===== config.mk =====
export PLATFORM = sky130hd
export DESIGN_NAME = ysyx_23060096_rf_wb_arbiter_flat
export DESIGN_NICKNAME = d
export VERILOG_FILES = /design/src/rtl/ysyx_23060096_rf_pkg.sv /design/src/rtl/ysyx_23060096_rf_wb_arbiter_if.sv /design/src/rtl/ysyx_23060096_rr_arb2.sv /design/src/rtl/ysyx_23060096_rf_wb_arbiter.sv /design/src/flat_wrapper.sv
export SDC_FILE = /design/constraint.sdc
export NUM_CORES = 1
export LEC_CHECK = 0
export ABC_CLOCK_PERIOD_IN_PS = 4650
export CORE_UTILIZATION = 47
export CTS_CLUSTER_SIZE = 12
export DETAILED_ROUTE_END_ITERATION = 8
export HOLD_SLACK_MARGIN = 0.1
export PLACE_DENSITY = 0.95
export SLEW_MARGIN = 15
export SYNTH_ARGS = -nofsm -noshare
export SYNTH_HDL_FRONTEND = slang
export SYNTH_SLANG_ARGS = --single-unit

===== constraint.sdc =====
create_clock -name clk -period 4.65 [get_ports clk]
set_input_delay 0.6975 -clock clk [delete_from_list [all_inputs] [get_ports clk]]
set_output_delay 0.6975 -clock clk [all_outputs]
set_load 0.01 [all_outputs]

===== src/rtl/ysyx_23060096_rf_pkg.sv =====
// Shared types and default sizes for the register-file writeback arbiter.
package ysyx_23060096_rf_pkg;

  localparam int RF_ADDR_WIDTH = 5;
  localparam int RF_DATA_WIDTH = 32;
  localparam int NUM_REGS      = 1 << RF_ADDR_WIDTH;

  typedef enum logic {
    REQ_EXU = 1'b0,
    REQ_LSU = 1'b1
  } req_id_e;

endpackage


===== src/rtl/ysyx_23060096_rf_wb_arbiter_if.sv =====
// Writeback, issue and register-file write bundle between the pipeline and the arbiter.
interface ysyx_23060096_rf_wb_arbiter_if #(
  parameter int ADDR_WIDTH = 5,
  parameter int DATA_WIDTH = 32
);

  logic                       exu_valid;
  logic                       exu_ready;
  logic [ADDR_WIDTH-1:0]      exu_waddr;
  logic [DATA_WIDTH-1:0]      exu_wdata;

  logic                       lsu_valid;
  logic                       lsu_ready;
  logic [ADDR_WIDTH-1:0]      lsu_waddr;
  logic [DATA_WIDTH-1:0]      lsu_wdata;

  logic                       iss_valid;
  logic [ADDR_WIDTH-1:0]      iss_rd;
  logic [ADDR_WIDTH-1:0]      iss_rs1;
  logic [ADDR_WIDTH-1:0]      iss_rs2;
  logic                       iss_stall;

  logic                       rf_wen;
  logic [ADDR_WIDTH-1:0]      rf_waddr;
  logic [DATA_WIDTH-1:0]      rf_wdata;
  logic [(2**ADDR_WIDTH)-1:0] busy_vec;

  modport slave (
    input  exu_valid, exu_waddr, exu_wdata,
    input  lsu_valid, lsu_waddr, lsu_wdata,
    input  iss_valid, iss_rd, iss_rs1, iss_rs2,
    output exu_ready, lsu_ready, iss_stall,
    output rf_wen, rf_waddr, rf_wdata, busy_vec
  );

  modport master (
    output exu_valid, exu_waddr, exu_wdata,
    output lsu_valid, lsu_waddr, lsu_wdata,
    output iss_valid, iss_rd, iss_rs1, iss_rs2,
    input  exu_ready, lsu_ready, iss_stall,
    input  rf_wen, rf_waddr, rf_wdata, busy_vec
  );

endinterface


===== src/rtl/ysyx_23060096_rr_arb2.sv =====
// Two-requester round-robin arbiter (EXU vs LSU) with combinational ready.
module ysyx_23060096_rr_arb2
  import ysyx_23060096_rf_pkg::*;
(
  input  logic clk,
  input  logic rstn,
  input  logic exu_valid,
  input  logic lsu_valid,
  output logic exu_ready,
  output logic lsu_ready
);

  req_id_e rr_q;

  always_comb begin
    exu_ready = 1'b0;
    lsu_ready = 1'b0;
    if (rstn) begin
      if (exu_valid && lsu_valid) begin
        exu_ready = (rr_q == REQ_EXU);
        lsu_ready = (rr_q == REQ_LSU);
      end else begin
        exu_ready = exu_valid;
        lsu_ready = lsu_valid;
      end
    end
  end

  // pointer moves to the requester that did not just fire
  always_ff @(posedge clk) begin
    if (!rstn) begin
      rr_q <= REQ_EXU;
    end else if (exu_valid && exu_ready) begin
      rr_q <= REQ_LSU;
    end else if (lsu_valid && lsu_ready) begin
      rr_q <= REQ_EXU;
    end
  end

endmodule


===== src/rtl/ysyx_23060096_rf_wb_arbiter.sv =====
// Register-file writeback arbiter with busy-register scoreboard for issue hazards.
// Optional macro YSYX_23060096_RF_ARB_BYPASS_EN lets same-cycle writeback clear an issue hazard.
module ysyx_23060096_rf_wb_arbiter
  import ysyx_23060096_rf_pkg::*;
#(
  parameter int ADDR_WIDTH = RF_ADDR_WIDTH,
  parameter int DATA_WIDTH = RF_DATA_WIDTH
) (
  input  logic                          clk,
  input  logic                          rstn,
  ysyx_23060096_rf_wb_arbiter_if.slave  wb
);

  localparam int NREGS = (ADDR_WIDTH == RF_ADDR_WIDTH) ? NUM_REGS : (1 << ADDR_WIDTH);

  logic                  exu_fire_p0;
  logic                  lsu_fire_p0;
  logic                  fire_p0;
  logic [ADDR_WIDTH-1:0] waddr_p0;
  logic [DATA_WIDTH-1:0] wdata_p0;

  logic [NREGS-1:0]      busy_q;
  logic [NREGS-1:0]      clr_vec;
  logic [NREGS-1:0]      set_vec;
  logic [NREGS-1:0]      chk_vec;
  logic [NREGS-1:0]      busy_d;
  logic                  stall;

  logic                  wen_p1;
  logic [ADDR_WIDTH-1:0] waddr_p1;
  logic [DATA_WIDTH-1:0] wdata_p1;

  ysyx_23060096_rr_arb2 u_arb (
    .clk       (clk),
    .rstn      (rstn),
    .exu_valid (wb.exu_valid),
    .lsu_valid (wb.lsu_valid),
    .exu_ready (wb.exu_ready),
    .lsu_ready (wb.lsu_ready)
  );

  // ---- p0: grant select and scoreboard update ----
  always_comb begin
    exu_fire_p0 = wb.exu_valid && wb.exu_ready;
    lsu_fire_p0 = wb.lsu_valid && wb.lsu_ready;
    fire_p0     = exu_fire_p0 || lsu_fire_p0;
    waddr_p0    = lsu_fire_p0 ? wb.lsu_waddr : wb.exu_waddr;
    wdata_p0    = lsu_fire_p0 ? wb.lsu_wdata : wb.exu_wdata;
  end

  always_comb begin
    clr_vec = '0;
    if (fire_p0) begin
      clr_vec[waddr_p0] = 1'b1;
    end
`ifdef YSYX_23060096_RF_ARB_BYPASS_EN
    chk_vec = busy_q & ~clr_vec;
`else
    chk_vec = busy_q;
`endif
    stall = rstn && wb.iss_valid &&
            (chk_vec[wb.iss_rs1] || chk_vec[wb.iss_rs2] || chk_vec[wb.iss_rd]);
    set_vec = '0;
    if (rstn && wb.iss_valid && !stall && (wb.iss_rd != '0)) begin
      set_vec[wb.iss_rd] = 1'b1;
    end
    // set is OR-ed in after the clear so a same-cycle issue keeps the register busy
    busy_d    = (busy_q & ~clr_vec) | set_vec;
    busy_d[0] = 1'b0;
  end

  always_ff @(posedge clk) begin
    if (!rstn) begin
      busy_q <= '0;
    end else begin
      busy_q <= busy_d;
    end
  end

  // ---- p1: registered register-file write port ----
  always_ff @(posedge clk) begin
    if (!rstn) begin
      wen_p1   <= 1'b0;
      waddr_p1 <= '0;
      wdata_p1 <= '0;
    end else begin
      wen_p1 <= fire_p0 && (waddr_p0 != '0);
      if (fire_p0) begin
        waddr_p1 <= waddr_p0;
        wdata_p1 <= wdata_p0;
      end
    end
  end

  assign wb.iss_stall = stall;
  assign wb.rf_wen    = wen_p1;
  assign wb.rf_waddr  = waddr_p1;
  assign wb.rf_wdata  = wdata_p1;
  assign wb.busy_vec  = busy_q;

endmodule


===== src/flat_wrapper.sv =====
// flat-port wrapper written by rule: the top's interface ports become plain ports
module ysyx_23060096_rf_wb_arbiter_flat import ysyx_23060096_rf_pkg::*;
#(
  parameter int ADDR_WIDTH = RF_ADDR_WIDTH,
  parameter int DATA_WIDTH = RF_DATA_WIDTH
)
  (clk, rstn, wb_exu_valid, wb_exu_waddr, wb_exu_wdata, wb_lsu_valid, wb_lsu_waddr, wb_lsu_wdata, wb_iss_valid, wb_iss_rd, wb_iss_rs1, wb_iss_rs2, wb_exu_ready, wb_lsu_ready, wb_iss_stall, wb_rf_wen, wb_rf_waddr, wb_rf_wdata, wb_busy_vec);
  ysyx_23060096_rf_wb_arbiter_if #(.ADDR_WIDTH(ADDR_WIDTH), .DATA_WIDTH(DATA_WIDTH)) wb_i ();
  input  logic clk;
  input  logic rstn;
  input wire logic [$bits(wb_i.exu_valid)-1:0] wb_exu_valid;
  input wire logic [$bits(wb_i.exu_waddr)-1:0] wb_exu_waddr;
  input wire logic [$bits(wb_i.exu_wdata)-1:0] wb_exu_wdata;
  input wire logic [$bits(wb_i.lsu_valid)-1:0] wb_lsu_valid;
  input wire logic [$bits(wb_i.lsu_waddr)-1:0] wb_lsu_waddr;
  input wire logic [$bits(wb_i.lsu_wdata)-1:0] wb_lsu_wdata;
  input wire logic [$bits(wb_i.iss_valid)-1:0] wb_iss_valid;
  input wire logic [$bits(wb_i.iss_rd)-1:0] wb_iss_rd;
  input wire logic [$bits(wb_i.iss_rs1)-1:0] wb_iss_rs1;
  input wire logic [$bits(wb_i.iss_rs2)-1:0] wb_iss_rs2;
  output wire logic [$bits(wb_i.exu_ready)-1:0] wb_exu_ready;
  output wire logic [$bits(wb_i.lsu_ready)-1:0] wb_lsu_ready;
  output wire logic [$bits(wb_i.iss_stall)-1:0] wb_iss_stall;
  output wire logic [$bits(wb_i.rf_wen)-1:0] wb_rf_wen;
  output wire logic [$bits(wb_i.rf_waddr)-1:0] wb_rf_waddr;
  output wire logic [$bits(wb_i.rf_wdata)-1:0] wb_rf_wdata;
  output wire logic [$bits(wb_i.busy_vec)-1:0] wb_busy_vec;
  assign wb_i.exu_valid = wb_exu_valid;
  assign wb_i.exu_waddr = wb_exu_waddr;
  assign wb_i.exu_wdata = wb_exu_wdata;
  assign wb_i.lsu_valid = wb_lsu_valid;
  assign wb_i.lsu_waddr = wb_lsu_waddr;
  assign wb_i.lsu_wdata = wb_lsu_wdata;
  assign wb_i.iss_valid = wb_iss_valid;
  assign wb_i.iss_rd = wb_iss_rd;
  assign wb_i.iss_rs1 = wb_iss_rs1;
  assign wb_i.iss_rs2 = wb_iss_rs2;
  assign wb_exu_ready = wb_i.exu_ready;
  assign wb_lsu_ready = wb_i.lsu_ready;
  assign wb_iss_stall = wb_i.iss_stall;
  assign wb_rf_wen = wb_i.rf_wen;
  assign wb_rf_waddr = wb_i.rf_waddr;
  assign wb_rf_wdata = wb_i.rf_wdata;
  assign wb_busy_vec = wb_i.busy_vec;
  ysyx_23060096_rf_wb_arbiter #(.ADDR_WIDTH(ADDR_WIDTH), .DATA_WIDTH(DATA_WIDTH)) u_core (.clk(clk), .rstn(rstn), .wb(wb_i));
endmodule

# [Yosys cells after proc, flatten, opt, wreduce, memory -nomap -nowiden]
# Cells that the tools add are included.
[word_totals] reg_bits=71 input_bits=94 output_inout_bits=73 word_cells=53
[op_classes] n_lt_le_gt_ge=6 n_mux=20 n_bitwise=4 n_reduce_logical=17
[op_table] cell="$mux W32" n=3
[op_table] cell="$and A32 B32 Y32" n=1
[op_table] cell="$not A32 Y32" n=1
[op_table] cell="$or A32 B32 Y32" n=1
[op_table] cell="$lt A5 B6 Y1 const B" n=4
[op_table] cell="$bmux W1 S5" n=3
[op_table] cell="$mux W1" n=11
[op_table] cell="$demux W1 S5" n=2
[op_table] cell="$ge A5 B1 Y1 const B" n=2
[op_table] cell="$logic_and A1 B1 Y1" n=10
[op_table] cell="$reduce_bool A5 Y1" n=2
[op_table] cell="$mux W5" n=1
[op_table] cell="$logic_or A1 B1 Y1" n=3
[op_table] cell="$reduce_bool A2 Y1" n=1
[op_table] cell="$logic_not A1 Y1" n=1
[op_table] cell="$not A1 Y1" n=1

# [Longest topological paths before layout]
[depth] word_depth=13 depth_mapped=9 ltp_nobuf=7

# [Modules after synthesis]
# From an unflattened synthesis, not the netlist that was laid out.
[unflattened] hier_cells=523 area_unflattened_um2=4354.2
[modules_own_cells] module="ysyx_23060096_rf_wb_arbiter" n_inst=1 cells_per_inst=516 area_each_um2=4301.6 seq_area_each_um2=1381.3
[modules_own_cells] module="ysyx_23060096_rr_arb2" n_inst=1 cells_per_inst=7 area_each_um2=52.6 seq_area_each_um2=20.0

# [Worst setup path before layout]
# No wires, ideal clock.
[synth_path] path_type="input to output" start="input wb_iss_rs2[0]" end="output wb_iss_stall" t_arrival_ps=2275 t_required_ps=3953 slack_ps=1677 stages=7 path_buffers=1 cell_sequence="buf_2 -> mux4_2 -> nor2b_1 -> or4_1 -> and4_1 -> and3_1 -> a31oi_1"
[synth_between] elab_chain_len=5
[synth_lines] element="start: declaration" line="flat_wrapper.sv:20" rtl="input wire logic [$bits(wb_i.iss_rs2)-1:0] wb_iss_rs2;"
[synth_lines] element="$bmux W1 S5" line="ysyx_23060096_rf_wb_arbiter.sv:62" rtl="(chk_vec[wb.iss_rs1] || chk_vec[wb.iss_rs2] || chk_vec[wb.iss_rd]);"
[synth_lines] element="$mux W1 (not written as such)" line="ysyx_23060096_rf_wb_arbiter.sv:62"
[synth_lines] element="$logic_or A1 B1 Y1 (2 in series)" line="ysyx_23060096_rf_wb_arbiter.sv:62"
[synth_lines] element="$logic_and A1 B1 Y1" line="ysyx_23060096_rf_wb_arbiter.sv:61" rtl="stall = rstn && wb.iss_valid &&"
[synth_lines] element="end: declaration" line="flat_wrapper.sv:23" rtl="output wire logic [$bits(wb_i.iss_stall)-1:0] wb_iss_stall;"
# Every way passes these cells. The select of a mux whose other input is x is not followed.

# [Worst setup path in the final report]
[layout_path] start="input wb_iss_rs2[1]" end="output wb_iss_stall"
# The elaborated chain is that of the path after synthesis.

==> qor.txt <==
CTS Buffer Depth = 2
Area growth syn-to-layout = 44.7%
mean post-synth cell area = 9.09 µm²
die area = 9060 µm²
period utilisation layout = 0.900
PortBufs = 165
EDFF count, synth = 0
met1 Resource Use GR = 0.376
drt total wl = 14000 µm
gr usage total = 0.312
Fin. Hold Viols = 0
CP required = 3.95 ns
Mapped Area = 4080 µm²
DRT iter0 DRCs = 667
hold endpoint = u_core.wb.rf_wdata[21]
chip height = 95.2 µm
Fmax achieved = 0.239 GHz
Max Clock Skew = 0.0109 ns
unrepaired setup endpoints after global routing = no
sequential area share after synthesis = 0.343
Die X = 95.2 µm
Synth cell types = 48
Placer Congestion = 0.935
met3 Track Usage GR = 0.0702
Sink Count = 70
initial antenna violation count = 0
total of max-cap violations = 0
H-tree Lvls = 3
Clock Pin Slew Worst Setup and Hold Paths = 0.07 ns
minimum clock period = 4.19 ns
outcome = completed
Synth Register Bits = 70
largest net degree at the start of global routing = 66
crit-path cells = clkdlybuf4s50_1 > mux4_2 > a32o_1 > nor4_2 > and3_1 > a31oi_1 > clkdlybuf4s50_1
first-pass GRT wire length = 21500 µm
TritonCTS buffer count = 9
power density over the cells = 249 nW/µm²
CP dominant cell by count = clkdlybuf4s50_1
Pleak = 0.00224 µW
routed len/inst = 20.1 µm
CTS tree = built
Rel. slew slack = 0.394
hpwl dp = 10300 µm
ANT cells = 0
Max VDD drop = 0.000151 V
core area = 8300 µm²
HP Start = u_core.wb.rf_wdata[21]
worst-margin pin slew = 0.892 ns
GRT overflow = 0
CP endpoint kind = output port
Top FF cell, synth = dfxtp_1
setup_tns = 0 ns
slowest cell delay on critical path = 0.79 ns
Synth Instances = 449
total I/O pin count = 167
DRC = 0
# rows = 33
Filler Cells Inserted = 588
final net count = 681
Clk Latency, worst-skew pair = 0.35 ns
post-route ant nets = 0
worst path buffer plus inverter count = 2
final setup fails = 0
slack of the worst reg-to-reg path = 1.94 ns
layout cells sized above 1 = 0.0728
hold path cells = 2
Worst Path Max Fanout = 10
share of flip-flops with an asynchronous set or reset = 0
dpl cells = 681
CTS root buf = clkbuf_8
Reg2Reg Depth = 5
Critical R2R Capture = u_core.wb.busy_vec[14]
slowest stage cell on the critical path = clkdlybuf4s50_1
vias in the first global route = 4288
count of cells resized by post-cts repair = 0
Hold Path Class = reg2reg
Reg2Reg Launch Point = u_core.wb.busy_vec[24]
Vias = 4522
starting density of the core = 0.492
met2 Use GR = 0.523
DRT Pass-1 Iters = 5
Hold Buf Count CTS = 0
startpoint type of the worst setup path = input pin
final count of pins violating max slew = 0
vias per std cell = 6.50
CP top delay family = buffers and inverters
Syn. warnings = 0
Layout Cells excl Fill = 696
critical path arrival = 3.49 ns
setup bufs post-CTS = 0
syn nets = 543
WS Path Type = in2out
most used routing layer = met2
-- flip-flops by register name, indices dropped and copies added, names as in the netlist --
register	count
u_core.wb.rf_wdata	32
u_core.wb.busy_vec	31
u_core.wb.rf_waddr	5
u_core.u_arb.rr_q	1
u_core.wb.rf_wen	1
-- cells in the final DEF, fill, tap and decap left out, types with 2 or more instances in the layout --
cell type and count:
nand2b_1 11, a221oi_1 3, clkinv_2 2, a22oi_1 2
mux2i_1 53, o21ai_1 2, o21ai_0 33, nand2_1 23
dfxtp_1 70, nand3_1 42, mux4_2 11, o311ai_0 31
nor2b_1 7, o31ai_1 20, a21oi_1 2, a31oi_1 5
nand4_1 3, a32o_1 2, or3_1 2, and3_1 4
mux2_2 6, nor3_1 4, clkbuf_8 9, buf_4 5
o41ai_1 11, o22ai_1 3, or4_1 2, nor3b_1 6
clkinvlp_4 2, clkdlybuf4s50_1 164, nor2_1 17, inv_1 9
nand4b_1 2, a311oi_1 4
-- Yosys cell counts, types with 5 or more instances --
cell	instances	area share
a31oi_1	5	0.0077
buf_2	12	0.015
clkbuf_1	25	0.023
dfxtp_1	70	0.34
inv_1	9	0.0083
mux2_2	6	0.017
mux2i_1	54	0.13
mux4_2	11	0.061
nand2_1	23	0.021
nand2b_1	11	0.017
nand3_1	42	0.052
nor2_1	17	0.016
nor2b_1	7	0.011
nor3b_1	6	0.011
o21ai_0	34	0.042
o311ai_0	31	0.067
o31ai_1	20	0.037
o41ai_1	11	0.024
-- report_power, final --
part | internal [µW] | total [µW] | switching (µW)
combinational | 176 | 340 | 165
sequential | 632 | 651 | 19.1
clock | 243 | 476 | 233
-- stage by stage --
stage / power [µW] / cell area (µm²) / hold slack (ns) / util / setup WS (ns)
floorplan: 816 / 4080 / 0.493 / - / 1.68
global placement: 988 / 5710 / 0.452 / 0.688 / 0.551
detailed placement: 1000 / 5710 / 0.461 / 0.688 / 0.504
CTS: 1460 / 5900 / 0.478 / 0.711 / 0.486
global route: 1520 / 5900 / 0.503 / 0.711 / 0.332
finish: 1470 / 5900 / 0.473 / 0.711 / 0.463
-- cell type report --
cell class | instances | area (µm²) | area share
multi-input combinational | 327 | 2470 | 0.418
clock inverter | 6 | 63.8 | 0.0108
sequential | 70 | 1400 | 0.237
clock buffer | 9 | 124 | 0.0210
inverter | 9 | 33.8 | 0.00572
tap | 105 | 131 | 0.0223
timing repair buffer | 170 | 1680 | 0.285
-- logic make-up after synthesis --
group | Yosys count | synth area share
muxes | 71 | 0.210
AOI/OAI and AO/OA | 126 | 0.224
buffers and inverters | 52 | 0.0561
and+or+nand+nor | 129 | 0.166
other | 1 | 0.000919
DFF | 70 | 0.343
-- how the worst max path moves through the flow --
stage	depth (start not counted)	slack (ns)	start	end
after global routing	7	0.33	wb_iss_rs2[1]	wb_iss_stall
after global placement	7	0.55	wb_iss_rs2[1]	wb_iss_stall
after floorplan	7	1.68	wb_iss_rs2[0]	wb_iss_stall
after detailed placement	7	0.50	wb_iss_rs2[1]	wb_iss_stall
final	7	0.46	wb_iss_rs2[1]	wb_iss_stall
after CTS	7	0.49	wb_iss_rs2[1]	wb_iss_stall
-- metal layers --
metal	vias to the layer above	share of wire	wire [µm]
li1	2024	-	-
met1	2123	0.38	5330
met2	329	0.48	6760
met3	46	0.11	1500
met4	0	0.028	396
met5	-	0	0
-- worst register-to-register path, stage by stage (launching register included) --
cell	delay [ns]
dfxtp_1	0.38
mux4_2	0.48
a32o_1	0.23
nor4_2	0.37
nand3_2	0.55
o41ai_1	0.57
No activity file was read; power rests on OpenSTA's default activity.
